[src/rtl/dlx_pkg.sv]
// Shared DLX definitions: decoded control bundle, opcode and ALU operation codes.
// Used by the decode control unit and the ID/EX pipeline stage.
package dlx_pkg;

    localparam int unsigned ALU_OP_W = 6;
    localparam int unsigned OPC_W    = 6;
    localparam int unsigned CNT_W    = 32;

    // Decoded control bundle carried from ID into EX
    typedef struct packed {
        logic                reg_dst;
        logic                branch;
        logic                jump;
        logic                jr;
        logic                mem_read;
        logic                mem_to_reg;
        logic                mem_write;
        logic                alu_src;
        logic                reg_write;
        logic [ALU_OP_W-1:0] alu_op;
    } ctrl_t;

    localparam ctrl_t CTRL_NOP = '0;

    // Primary opcodes
    localparam logic [OPC_W-1:0] OP_RTYPE = 6'h00;
    localparam logic [OPC_W-1:0] OP_J     = 6'h02;
    localparam logic [OPC_W-1:0] OP_JAL   = 6'h03;
    localparam logic [OPC_W-1:0] OP_BEQZ  = 6'h04;
    localparam logic [OPC_W-1:0] OP_BNEZ  = 6'h05;
    localparam logic [OPC_W-1:0] OP_ADDI  = 6'h08;
    localparam logic [OPC_W-1:0] OP_ADDUI = 6'h09;
    localparam logic [OPC_W-1:0] OP_SUBI  = 6'h0a;
    localparam logic [OPC_W-1:0] OP_ANDI  = 6'h0c;
    localparam logic [OPC_W-1:0] OP_ORI   = 6'h0d;
    localparam logic [OPC_W-1:0] OP_XORI  = 6'h0e;
    localparam logic [OPC_W-1:0] OP_JR    = 6'h12;
    localparam logic [OPC_W-1:0] OP_JALR  = 6'h13;
    localparam logic [OPC_W-1:0] OP_LW    = 6'h23;
    localparam logic [OPC_W-1:0] OP_SW    = 6'h2b;

    // ALU operation codes (R-type function field encoding)
    localparam logic [ALU_OP_W-1:0] ALU_SLL  = 6'h04;
    localparam logic [ALU_OP_W-1:0] ALU_SRL  = 6'h06;
    localparam logic [ALU_OP_W-1:0] ALU_SRA  = 6'h07;
    localparam logic [ALU_OP_W-1:0] ALU_MULT = 6'h18;
    localparam logic [ALU_OP_W-1:0] ALU_ADD  = 6'h20;
    localparam logic [ALU_OP_W-1:0] ALU_ADDU = 6'h21;
    localparam logic [ALU_OP_W-1:0] ALU_SUB  = 6'h22;
    localparam logic [ALU_OP_W-1:0] ALU_SUBU = 6'h23;
    localparam logic [ALU_OP_W-1:0] ALU_AND  = 6'h24;
    localparam logic [ALU_OP_W-1:0] ALU_OR   = 6'h25;
    localparam logic [ALU_OP_W-1:0] ALU_XOR  = 6'h26;
    localparam logic [ALU_OP_W-1:0] ALU_SLT  = 6'h2a;

    // Collapse an unknown control bit to 0 so it cannot enable a state change
    function automatic logic sample_bit(input logic b);
        return (b === 1'b1);
    endfunction

endpackage

[src/rtl/hazard_detect.sv]
// Load-use hazard detection between the instruction in ID and a load sitting in EX.
// Purely combinational.
module hazard_detect #(
    parameter int unsigned REG_W = 5
) (
    input  logic             ex_valid,
    input  logic             ex_mem_read,
    input  logic [REG_W-1:0] ex_dst,
    input  logic [REG_W-1:0] id_rs,
    input  logic [REG_W-1:0] id_rt,
    input  logic             id_jump,
    input  logic             id_alu_src,
    input  logic             id_mem_write,
    output logic             load_use
);

    logic uses_rs1;
    logic uses_rs2;
    logic rs_match;
    logic rt_match;

    // Stores read rt as write data even though the ALU takes the immediate
    always_comb begin
        uses_rs1 = ~id_jump;
        uses_rs2 = ~id_alu_src | id_mem_write;
        rs_match = uses_rs1 & (id_rs == ex_dst);
        rt_match = uses_rs2 & (id_rt == ex_dst);
        load_use = ex_valid & ex_mem_read & (ex_dst != '0) & (rs_match | rt_match);
    end

endmodule

[src/rtl/id_ex_stage.sv]
// ID/EX pipeline register of the DLX core with load-use bubble, flush and EX-busy hold.
// Optional performance counters (stall_cnt, bubble_cnt) under DLX_PERF_CNT_EN.
module id_ex_stage
    import dlx_pkg::*;
#(
    parameter int unsigned DATA_W = 32,
    parameter int unsigned REG_W  = 5
) (
    input  logic                clk,
    input  logic                reset,

    input  logic                id_reg_dst,
    input  logic                id_branch,
    input  logic                id_jump,
    input  logic                id_jr,
    input  logic                id_mem_read,
    input  logic                id_mem_to_reg,
    input  logic                id_mem_write,
    input  logic                id_alu_src,
    input  logic                id_reg_write,
    input  logic [ALU_OP_W-1:0] id_alu_op,
    input  logic                id_flush,
    input  logic                ex_busy,
    input  logic [DATA_W-1:0]   id_rs1_data,
    input  logic [DATA_W-1:0]   id_rs2_data,
    input  logic [DATA_W-1:0]   id_imm,
    input  logic [DATA_W-1:0]   id_pc4,
    input  logic [REG_W-1:0]    id_rs,
    input  logic [REG_W-1:0]    id_rt,
    input  logic [REG_W-1:0]    id_rd,

    output logic                ex_reg_dst,
    output logic                ex_branch,
    output logic                ex_jump,
    output logic                ex_jr,
    output logic                ex_mem_read,
    output logic                ex_mem_to_reg,
    output logic                ex_mem_write,
    output logic                ex_alu_src,
    output logic                ex_reg_write,
    output logic [ALU_OP_W-1:0] ex_alu_op,
    output logic [DATA_W-1:0]   ex_rs1_data,
    output logic [DATA_W-1:0]   ex_rs2_data,
    output logic [DATA_W-1:0]   ex_imm,
    output logic [DATA_W-1:0]   ex_pc4,
    output logic [REG_W-1:0]    ex_rs,
    output logic [REG_W-1:0]    ex_rt,
    output logic [REG_W-1:0]    ex_dst,
    output logic                ex_valid,
    output logic                pc_write,
    output logic                ifid_write
`ifdef DLX_PERF_CNT_EN
    ,
    output logic [CNT_W-1:0]    stall_cnt,
    output logic [CNT_W-1:0]    bubble_cnt
`endif
);

    ctrl_t            id_ctrl;
    ctrl_t            ex_ctrl;
    logic [REG_W-1:0] id_dst;
    logic             load_use;
    logic             stall;
    logic             bubble;

    // Pack decode controls; write enables are scrubbed of unknowns
    always_comb begin
        id_ctrl            = CTRL_NOP;
        id_ctrl.reg_dst    = id_reg_dst;
        id_ctrl.branch     = id_branch;
        id_ctrl.jump       = id_jump;
        id_ctrl.jr         = id_jr;
        id_ctrl.mem_read   = id_mem_read;
        id_ctrl.mem_to_reg = id_mem_to_reg;
        id_ctrl.mem_write  = sample_bit(id_mem_write);
        id_ctrl.alu_src    = id_alu_src;
        id_ctrl.reg_write  = sample_bit(id_reg_write);
        id_ctrl.alu_op     = id_alu_op;
        id_dst             = id_reg_dst ? id_rd : id_rt;
    end

    hazard_detect #(
        .REG_W(REG_W)
    ) u_hazard_detect (
        .ex_valid     (ex_valid),
        .ex_mem_read  (ex_ctrl.mem_read),
        .ex_dst       (ex_dst),
        .id_rs        (id_rs),
        .id_rt        (id_rt),
        .id_jump      (id_jump),
        .id_alu_src   (id_alu_src),
        .id_mem_write (id_ctrl.mem_write),
        .load_use     (load_use)
    );

    // A flush kills the dependent instruction, so it overrides the hazard stall
    assign stall      = ex_busy | (load_use & ~id_flush);
    assign bubble     = id_flush | (~ex_busy & load_use);
    assign pc_write   = ~stall;
    assign ifid_write = ~stall;

    // Pipeline register: reset > flush > busy hold > load-use bubble > capture
    always_ff @(posedge clk) begin
        if (reset || bubble) begin
            ex_ctrl     <= CTRL_NOP;
            ex_rs1_data <= '0;
            ex_rs2_data <= '0;
            ex_imm      <= '0;
            ex_pc4      <= '0;
            ex_rs       <= '0;
            ex_rt       <= '0;
            ex_dst      <= '0;
            ex_valid    <= 1'b0;
        end else if (!ex_busy) begin
            ex_ctrl     <= id_ctrl;
            ex_rs1_data <= id_rs1_data;
            ex_rs2_data <= id_rs2_data;
            ex_imm      <= id_imm;
            ex_pc4      <= id_pc4;
            ex_rs       <= id_rs;
            ex_rt       <= id_rt;
            ex_dst      <= id_dst;
            ex_valid    <= 1'b1;
        end
    end

    assign ex_reg_dst    = ex_ctrl.reg_dst;
    assign ex_branch     = ex_ctrl.branch;
    assign ex_jump       = ex_ctrl.jump;
    assign ex_jr         = ex_ctrl.jr;
    assign ex_mem_read   = ex_ctrl.mem_read;
    assign ex_mem_to_reg = ex_ctrl.mem_to_reg;
    assign ex_mem_write  = ex_ctrl.mem_write;
    assign ex_alu_src    = ex_ctrl.alu_src;
    assign ex_reg_write  = ex_ctrl.reg_write;
    assign ex_alu_op     = ex_ctrl.alu_op;

`ifdef DLX_PERF_CNT_EN
    // Free-running event counters, wrapping naturally
    always_ff @(posedge clk) begin
        if (reset) begin
            stall_cnt  <= '0;
            bubble_cnt <= '0;
        end else begin
            if (stall) begin
                stall_cnt <= stall_cnt + CNT_W'(1);
            end
            if (bubble) begin
                bubble_cnt <= bubble_cnt + CNT_W'(1);
            end
        end
    end
`endif

endmodule
[config.mk]
export PLATFORM = sky130hd
export DESIGN_NAME = id_ex_stage
export DESIGN_NICKNAME = d
export VERILOG_FILES = /design/src/rtl/dlx_pkg.sv /design/src/rtl/hazard_detect.sv /design/src/rtl/id_ex_stage.sv
export SDC_FILE = /design/constraint.sdc
export NUM_CORES = 1
export LEC_CHECK = 0
export BUFFER_PORTS_ARGS = -buffer_cell sky130_fd_sc_hd__buf_2
export CAP_MARGIN = 20
export CORE_ASPECT_RATIO = 1.1
export CORE_MARGIN = 2
export CORE_UTILIZATION = 40
export CTS_CLUSTER_DIAMETER = 30
export DETAILED_ROUTE_END_ITERATION = 7
export MAX_ROUTING_LAYER = met4
export PLACE_DENSITY = 0.71
export SYNTH_ARGS = -nofsm -noshare
export SYNTH_HDL_FRONTEND = slang
export SYNTH_SLANG_ARGS = --single-unit
[constraint.sdc]
create_clock -name clk -period 6.9 [get_ports clk]
set_input_delay 1.38 -clock clk [delete_from_list [all_inputs] [get_ports clk]]
set_output_delay 1.38 -clock clk [all_outputs]
set_load 0.05 [all_outputs]
; Yosys cells after proc, flatten, opt, wreduce, memory -nomap -nowiden
; Index checks and enable logic that the tools add are counted.
[totals]
register_bits = 159
word_cells = 41
inputBits = 162
[classes]
n_mux = 1
bitwise_logic = 16
n_eq_ne = 4
n_reduce_logical = 2
[ops]
columns = cell, count
row1 = $eq 5x5->1, 2
row2 = $and 1x1->1, 7
row3 = $mux 5, 1
row4 = $not 1->1, 5
row5 = $reduce_bool 5->1, 1
row6 = $or 1x1->1, 4
row7 = $eqx 1x1->1 const B, 2
row8 = $logic_or 1x1->1, 1

; Depth between registers and ports, before layout
; Gate-level depths: netlist of run 1.
[depth]
word_depth = 8
depth_mapped = 8
depth_no_buf = 4

; Hierarchy
; From an unflattened synthesis of run 1, not the netlist that was laid out.
[unflattened]
cells_unflattened = 542
area_unflattened_um2 = 5906.9
[modules_own_cells]
columns = mod, instances, cells_each, area_per_inst_um2, seq_area_each_um2
row1 = id_ex_stage, 1, 524, 5769.3, 3183.1
row2 = hazard_detect, 1, 18, 137.6, 0.0

; Least setup slack after synthesis of run 1
; No wires, ideal clock.
[synth_timing]
path_type = input -> output
start = in id_rs[3]
end = out pc_write
cell_stages = 7
path_buffers = 3
arrival_ps = 3228
setup_slack_ps = 2292
path_cell_list = xnor2_1 > nand4_1 > o32ai_2 > buf_2 > buf_2 > a21oi_1 > buf_4
[synth_between]
elab_chain_cells = 7
[synth_rtl]
columns = item, line_no
row1 = start: declaration, id_ex_stage.sv:28  ; input logic [REG_W-1:0] id_rs,
row2 = $eq 5x5->1, hazard_detect.sv:26  ; rs_match = uses_rs1 & (id_rs == ex_dst);
row3 = $and 1x1->1, hazard_detect.sv:26
row4 = $or 1x1->1, hazard_detect.sv:28  ; load_use = ex_valid & ex_mem_read & (ex_dst != '0) & (rs_match | rt_match);
row5 = $and 1x1->1, hazard_detect.sv:28
row6 = $and 1x1->1, id_ex_stage.sv:97  ; assign stall = ex_busy | (load_use & ~id_flush);
row7 = $or 1x1->1, id_ex_stage.sv:97
row8 = $not 1->1, --
row9 = end: declaration, id_ex_stage.sv:50  ; output logic pc_write,
; Every way passes these cells.

; Final worst setup path of run 1
[layout_timing]
start = in id_alu_src
end = out pc_write
[layout_between]
elab_chain_cells = 8
[layout_rtl]
columns = item, line_no
row1 = start: declaration, id_ex_stage.sv:19  ; input logic id_alu_src,
row2 = $not 1->1, hazard_detect.sv:25  ; uses_rs2 = ~id_alu_src | id_mem_write;
row3 = $or 1x1->1, hazard_detect.sv:25
row4 = $and 1x1->1, hazard_detect.sv:27  ; rt_match = uses_rs2 & (id_rt == ex_dst);
row5 = $or 1x1->1, hazard_detect.sv:28
row6 = $and 1x1->1, hazard_detect.sv:28
row7 = $and 1x1->1, id_ex_stage.sv:97
row8 = $or 1x1->1, id_ex_stage.sv:97
row9 = $not 1->1, id_ex_stage.sv:99  ; assign pc_write = ~stall;
; Every way passes these cells.

==> results of run 1 <==
-- cells by family after synthesis --
logic type             count (synthesis)  synth area share
XOR/XNOR                              10            0.0133
AO/OA/AOI/OAI                        327             0.342
buffers and inverters                 91            0.0576
multiplexers                           5           0.00858
AND/OR/NAND/NOR                      161            0.0938
flip-flops                           159             0.485
-- worst min-delay path: stages (launching register included) --
cell and delay [ns]:
dfxtp_1 0.32, a32oi_1 0.05, o21ai_0 0.06
-- per-layer routing --
| metal | vias to the layer above | global-route usage | wire (um) |
|---|---|---|---|
| li1 | 3383 | - | - |
| met1 | 3126 | 0.300 | 8780 |
| met2 | 286 | 0.347 | 9410 |
| met3 | 21 | 0.0573 | 1510 |
| met4 | 0 | 0.0688 | 291 |
| met5 | - | - | 0 |
-- worst max path at each step --
stage	start	endpoint	cells after the start
after floorplan	id_rs[3]	pc_write	7
after global placement	id_rs[4]	ex_jr	7
after detailed placement	id_rs[4]	ex_mem_read	7
after CTS	id_alu_src	pc_write	6
after global routing	id_alu_src	ifid_write	6
final	id_alu_src	pc_write	6
-- cell type report --
class | count | share of cell area
Clock buffer | 18 | 0.0503
Clock inverter | 14 | 0.0152
Inverter | 2 | 0.000859
Multi-Input combinational cell | 503 | 0.347
Sequential cell | 159 | 0.364
Tap cell | 204 | 0.0292
Timing Repair Buffer | 332 | 0.193
-- power by group through the flow --
| stage | sequential, mW | clock, mW | combinational, mW |
|---|---|---|---|
| after floorplan | 1.22 | 0 | 0.0986 |
| after global placement | 1.02 | 0 | 0.433 |
| after detailed placement | 1.02 | 0 | 0.438 |
| after CTS | 1.01 | 0.929 | 0.438 |
| after global routing | 1.01 | 0.971 | 0.465 |
| final | 1.01 | 0.910 | 0.437 |
-- cells in the mapped netlist (all sizes together) --
master	number
xnor2	9
nor3	2
clkbuf	60
o32ai	1
o211ai	1
nor2	3
a32oi	153
nand4	2
dfxtp	159
a22oi	5
mux2	5
o21ai	155
xor2	1
nand2	153
buf	29
inv	2
or4	1
a21oi	12
-- metrics by stage --
| stage | util | worst slack (ns) | area, um2 | hold slack, ns | power (mW) |
|---|---|---|---|---|---|
| after CTS | 0.540 | 2.87 | 8740 | 0.464 | 2.37 |
| after detailed placement | 0.504 | 2.85 | 8160 | 0.449 | 1.46 |
| after global routing | 0.540 | 2.81 | 8740 | 0.484 | 2.45 |
| after global placement | 0.504 | 2.86 | 8160 | 0.441 | 1.46 |
| after floorplan | - | 2.29 | 6560 | 0.770 | 1.32 |
| final | 0.540 | 2.92 | 8740 | 0.461 | 2.35 |
==> flow_summary.ini, run 1 <==
[setup_path]
path_class = in2out
cp_top_family = compound AO/OA/AOI/OAI gates
crit_fanout = 3
cp_slowest_cell = o21ai_0
r2r_start = ex_dst[0]
max_stage_delay_ns = 0.35
start_kind = input port
r2r_end = ex_pc4[30]
worstSetupEndpointType = output pin
critPathRequiredTime_ns = 5.52
critPathMostFrequentCell = buf_2
ff2ff_path_depth = 6
path_cells = buf_2, inv_1, o21ai_0, o32ai_4, a21oi_1, buf_2
arrival_ns = 2.60
ff2ff_setup_slack_ns = 3.71
worst-path-buf-inv = 3

[sta]
rsz0062_at_grt = no
clock_skew_ns = 0.0114
final_hold_viol_count = 0
worst_slew_margin_rel = 0.273
period_minus_slack_ns = 3.98
worstMarginPinSlew_ns = 1.09
finalSetupViolCount = 0
finalSetupTns_ns = 0
final_max_slew_viol_count = 0
post-route-period-util = 0.577
fmax_mhz = 251

[drt]
drt_first_pass_iters = 5
route.detailed.drc = 0
drtIter0Drc = 574
avgRoutedWirePerCell_um = 16.2
postRouteAntennaNets = 0
via_per_inst = 5.53
finalWirelength_um = 20000
vias = 6816

[logic_synthesis]
synthesis.nets = 915
avgSynthCellArea_um2 = 8.72
yosys.area.top_type = dfxtp_1
synth_area_leaders = dfxtp_1 (49%), a32oi_1 (20%), o21ai_0 (9.9%)
synth_top_area_frac = 0.485
seq_area_frac_synth = 0.485
yosysUniqueCellTypes = 22
synthesis.instances = 753
syn_area_um2 = 6560
synth-seq-cells = 159
ys_warn_count = 0

[die]
initial_utilization = 0.405
die-width_um = 126
die_h_um = 138
rows = 49
io_pins = 323
die-area_um2 = 17400
core_area_um2 = 16200

[cts]
cts_setup_buffers = 0
htreeDepth = 4
cts_tree = yes
cts_made_buffers = 17
clk_latency_ns = 0.42
root_buffer = clkbuf_16
postCtsHoldBufs = 0
clockBufferDepth = 2
path_clk_slew_ns = 0.06
cts_resized = 0
cts.sinks = 159

[layout]
drive_gt1_frac = 0.363
nets = 1177
mostFrequentLayoutCell = buf_2
antenna_cells = 0
fillerInstances = 1538
seq_area_um2 = 3180
multiInputGateArea_um2 = 3030
areaGrowthSynthToFinish_pct = 33.1
final_cell_mix = buf_2 (322), dfxtp_1 (159), nand2_1 (153), a32oi_1 (153), o21ai_0 (130)
finalNonFillerCells = 1232

[place]
place.gp.congestion = 0.786
port_buffers = 322
dpl.cell_count = 1200
hpwl_um = 12800

[pwr]
ir_drop_uv = 156
clkPwrFrac = 0.387
seq_power_share = 0.428
leakage_nw = 3.70
p_switching_uw = 751
comb_power_share = 0.186
swShare = 0.319
power_density_nw_per_um2 = 269
intPower_mw = 1.60

[global_route]
grtUsageTotal = 0.228
grt_max_degree = 116
antenna_found_initial = 0
grt.overflow.total = 0
grt_pass1_wl_um = 32200
grt_pass1_vias = 6125

[run]
maxCapViolations = 0

[hold_path]
hold_start = ex_imm[5]
hp-class = reg2reg
holdPathStages = 2
hold_end = ex_imm[5]

[run_status]
status = finished, final reports clean
Note: power is estimated with default switching activity, not from simulation.
==> run 2, diff against run 1 <==
PLACE_DENSITY = 0.74   (was 0.71)
clock period = 3.35 ns   (was 6.9 ns; I/O delays follow)
==> run 2 against run 1 <==
  * Clock skew about the same
  * Sequential power is 100% higher
  * Cell count shrank 0.16%
  * Sequential share of layout area is 0.26 points lower
  * Critical endpoint unchanged
  * Highest routed layer unchanged
==> flow_summary.ini, run 2 (synthesis results as in run 1) <==
[run_status]
status = finished, final reports clean

[drt]
postRouteAntennaNets = 0
via_per_inst = 5.65
avgRoutedWirePerCell_um = 16.1
drtIter0Drc = 568
vias = 6951
drt_first_pass_iters = 5
route.detailed.drc = 0
finalWirelength_um = 19800

[cts]
cts_tree = yes
root_buffer = clkbuf_16
clockBufferDepth = 2
cts_setup_buffers = 0
path_clk_slew_ns = 0.06
clk_latency_ns = 0.42
cts_made_buffers = 17
htreeDepth = 4
cts.sinks = 159
postCtsHoldBufs = 0
cts_resized = 0

[die]
io_pins = 323
rows = 49
die-width_um = 126
die_h_um = 138
initial_utilization = 0.405
die-area_um2 = 17400
core_area_um2 = 16200

[layout]
drive_gt1_frac = 0.362
areaGrowthSynthToFinish_pct = 34.1
mostFrequentLayoutCell = buf_2
nets = 1175
final_cell_mix = buf_2 (322), dfxtp_1 (159), nand2_1 (153), a32oi_1 (153), o21ai_0 (130)
fillerInstances = 1529
antenna_cells = 0

[sta]
post-route-period-util = 0.859
worst_slew_margin_rel = 0.450
worstMarginPinSlew_ns = 0.825
final_hold_viol_count = 0
finalSetupTns_ns = 0
period_minus_slack_ns = 2.88
setup_ws_ns = 0.473
finalSetupViolCount = 0
clock_skew_ns = 0.0111
final_max_slew_viol_count = 0
fmax_mhz = 348
rsz0062_at_grt = no

[global_route]
use_met3 = 0.0557
grt_pass1_vias = 6194
grt.overflow.total = 0
grt_util_met2 = 0.329
grtUsageTotal = 0.223
grt_pass1_wl_um = 31600
antenna_found_initial = 0
grt_max_degree = 160
busiest_layer = met2
grt_use_met1 = 0.289

[setup_path]
worst-path-buf-inv = 1
critPathRequiredTime_ns = 2.68
path_cells = or4_1, o211ai_4, nor2_1, a21oi_2, buf_2
start_kind = register
cp_slowest_cell = or4_1
crit_fanout = 6
cp_top_family = simple AND/OR/NAND/NOR gates
max_stage_delay_ns = 0.63
worstSetupEndpointType = output pin
arrival_ns = 2.21
path_class = reg2out

[pwr]
swShare = 0.319
ir_drop_uv = 297
comb_power_share = 0.187
seq_power_share = 0.427
leakage_nw = 3.70
clkPwrFrac = 0.387
p_switching_mw = 1.55
power_density_nw_per_um2 = 552
intPower_mw = 3.31

[place]
place_ws_ns = 0.769
hpwl_um = 12500
place.gp.congestion = 0.802
port_buffers = 322

[hold_path]
hp-class = reg2reg

[run]
maxCapViolations = 0
## run 2: cell types whose count changed in the layout (fill, tap and decap cells not counted), moves of 2 or more
cell,previous run,this run
buf_4,10,2
buf_12,0,6
clkinvlp_4,2,4
clkinv_2,3,1
## run 2: power groups by stage
| stage | combinational (mW) | sequential, mW | clock (mW) |
|---|---|---|---|
| 6_report | 0.906 | 2.07 | 1.88 |
| 5_1_grt | 0.961 | 2.08 | 2.00 |
| 4_1_cts | 0.908 | 2.07 | 1.92 |
| 3_5_place_dp | 0.908 | 2.11 | 0 |
| 3_3_place_gp | 0.897 | 2.11 | 0 |
| 2_1_floorplan | 0.203 | 2.52 | 0 |
## run 2: path summary, 6_finish.rpt
path                end  slack [ns]       start  cells past startpoint
min reg2reg  ex_alu_src        0.46  ex_alu_src                      2
max            pc_write        0.47   ex_dst[0]                      5
max reg2reg   ex_pc4[4]        1.00   ex_dst[0]                      5
min          ex_alu_src        0.46  ex_alu_src                      2
## run 2: metal layers
metal,wire length [um],share of wire
met5,0,0
met2,9220,0.47
met1,8280,0.42
met4,665,0.034
met3,1650,0.083
## run 2: area by class of cell
type / instances / area [um2] / area share
clock buffers: 19 / 443 / 0.0503
clock inverters: 13 / 129 / 0.0146
inverters: 2 / 7.51 / 0.000853
multi-input cells: 503 / 3040 / 0.345
flip-flops and latches: 159 / 3180 / 0.362
well taps: 204 / 255 / 0.0290
repair buffers: 330 / 1750 / 0.198
## run 2: worst register-to-register path, stage by stage (launching register included)
cell	delay, ns
dfxtp_1	0.38
or4_1	0.63
o211ai_4	0.23
buf_12	0.49
a32oi_1	0.41
o21ai_0	0.12
## run 2: stage by stage
stage	total power [mW]	utilization	cell area, um2	hold slack (ns)	std cells
floorplan	2.72	-	6570	0.770	753
global route	5.05	0.544	8800	0.479	1230
detailed placement	3.02	0.508	8230	0.447	1198
finish	4.85	0.544	8800	0.461	1230
CTS	4.90	0.544	8800	0.465	1230
global placement	3.01	0.508	8230	0.442	1198
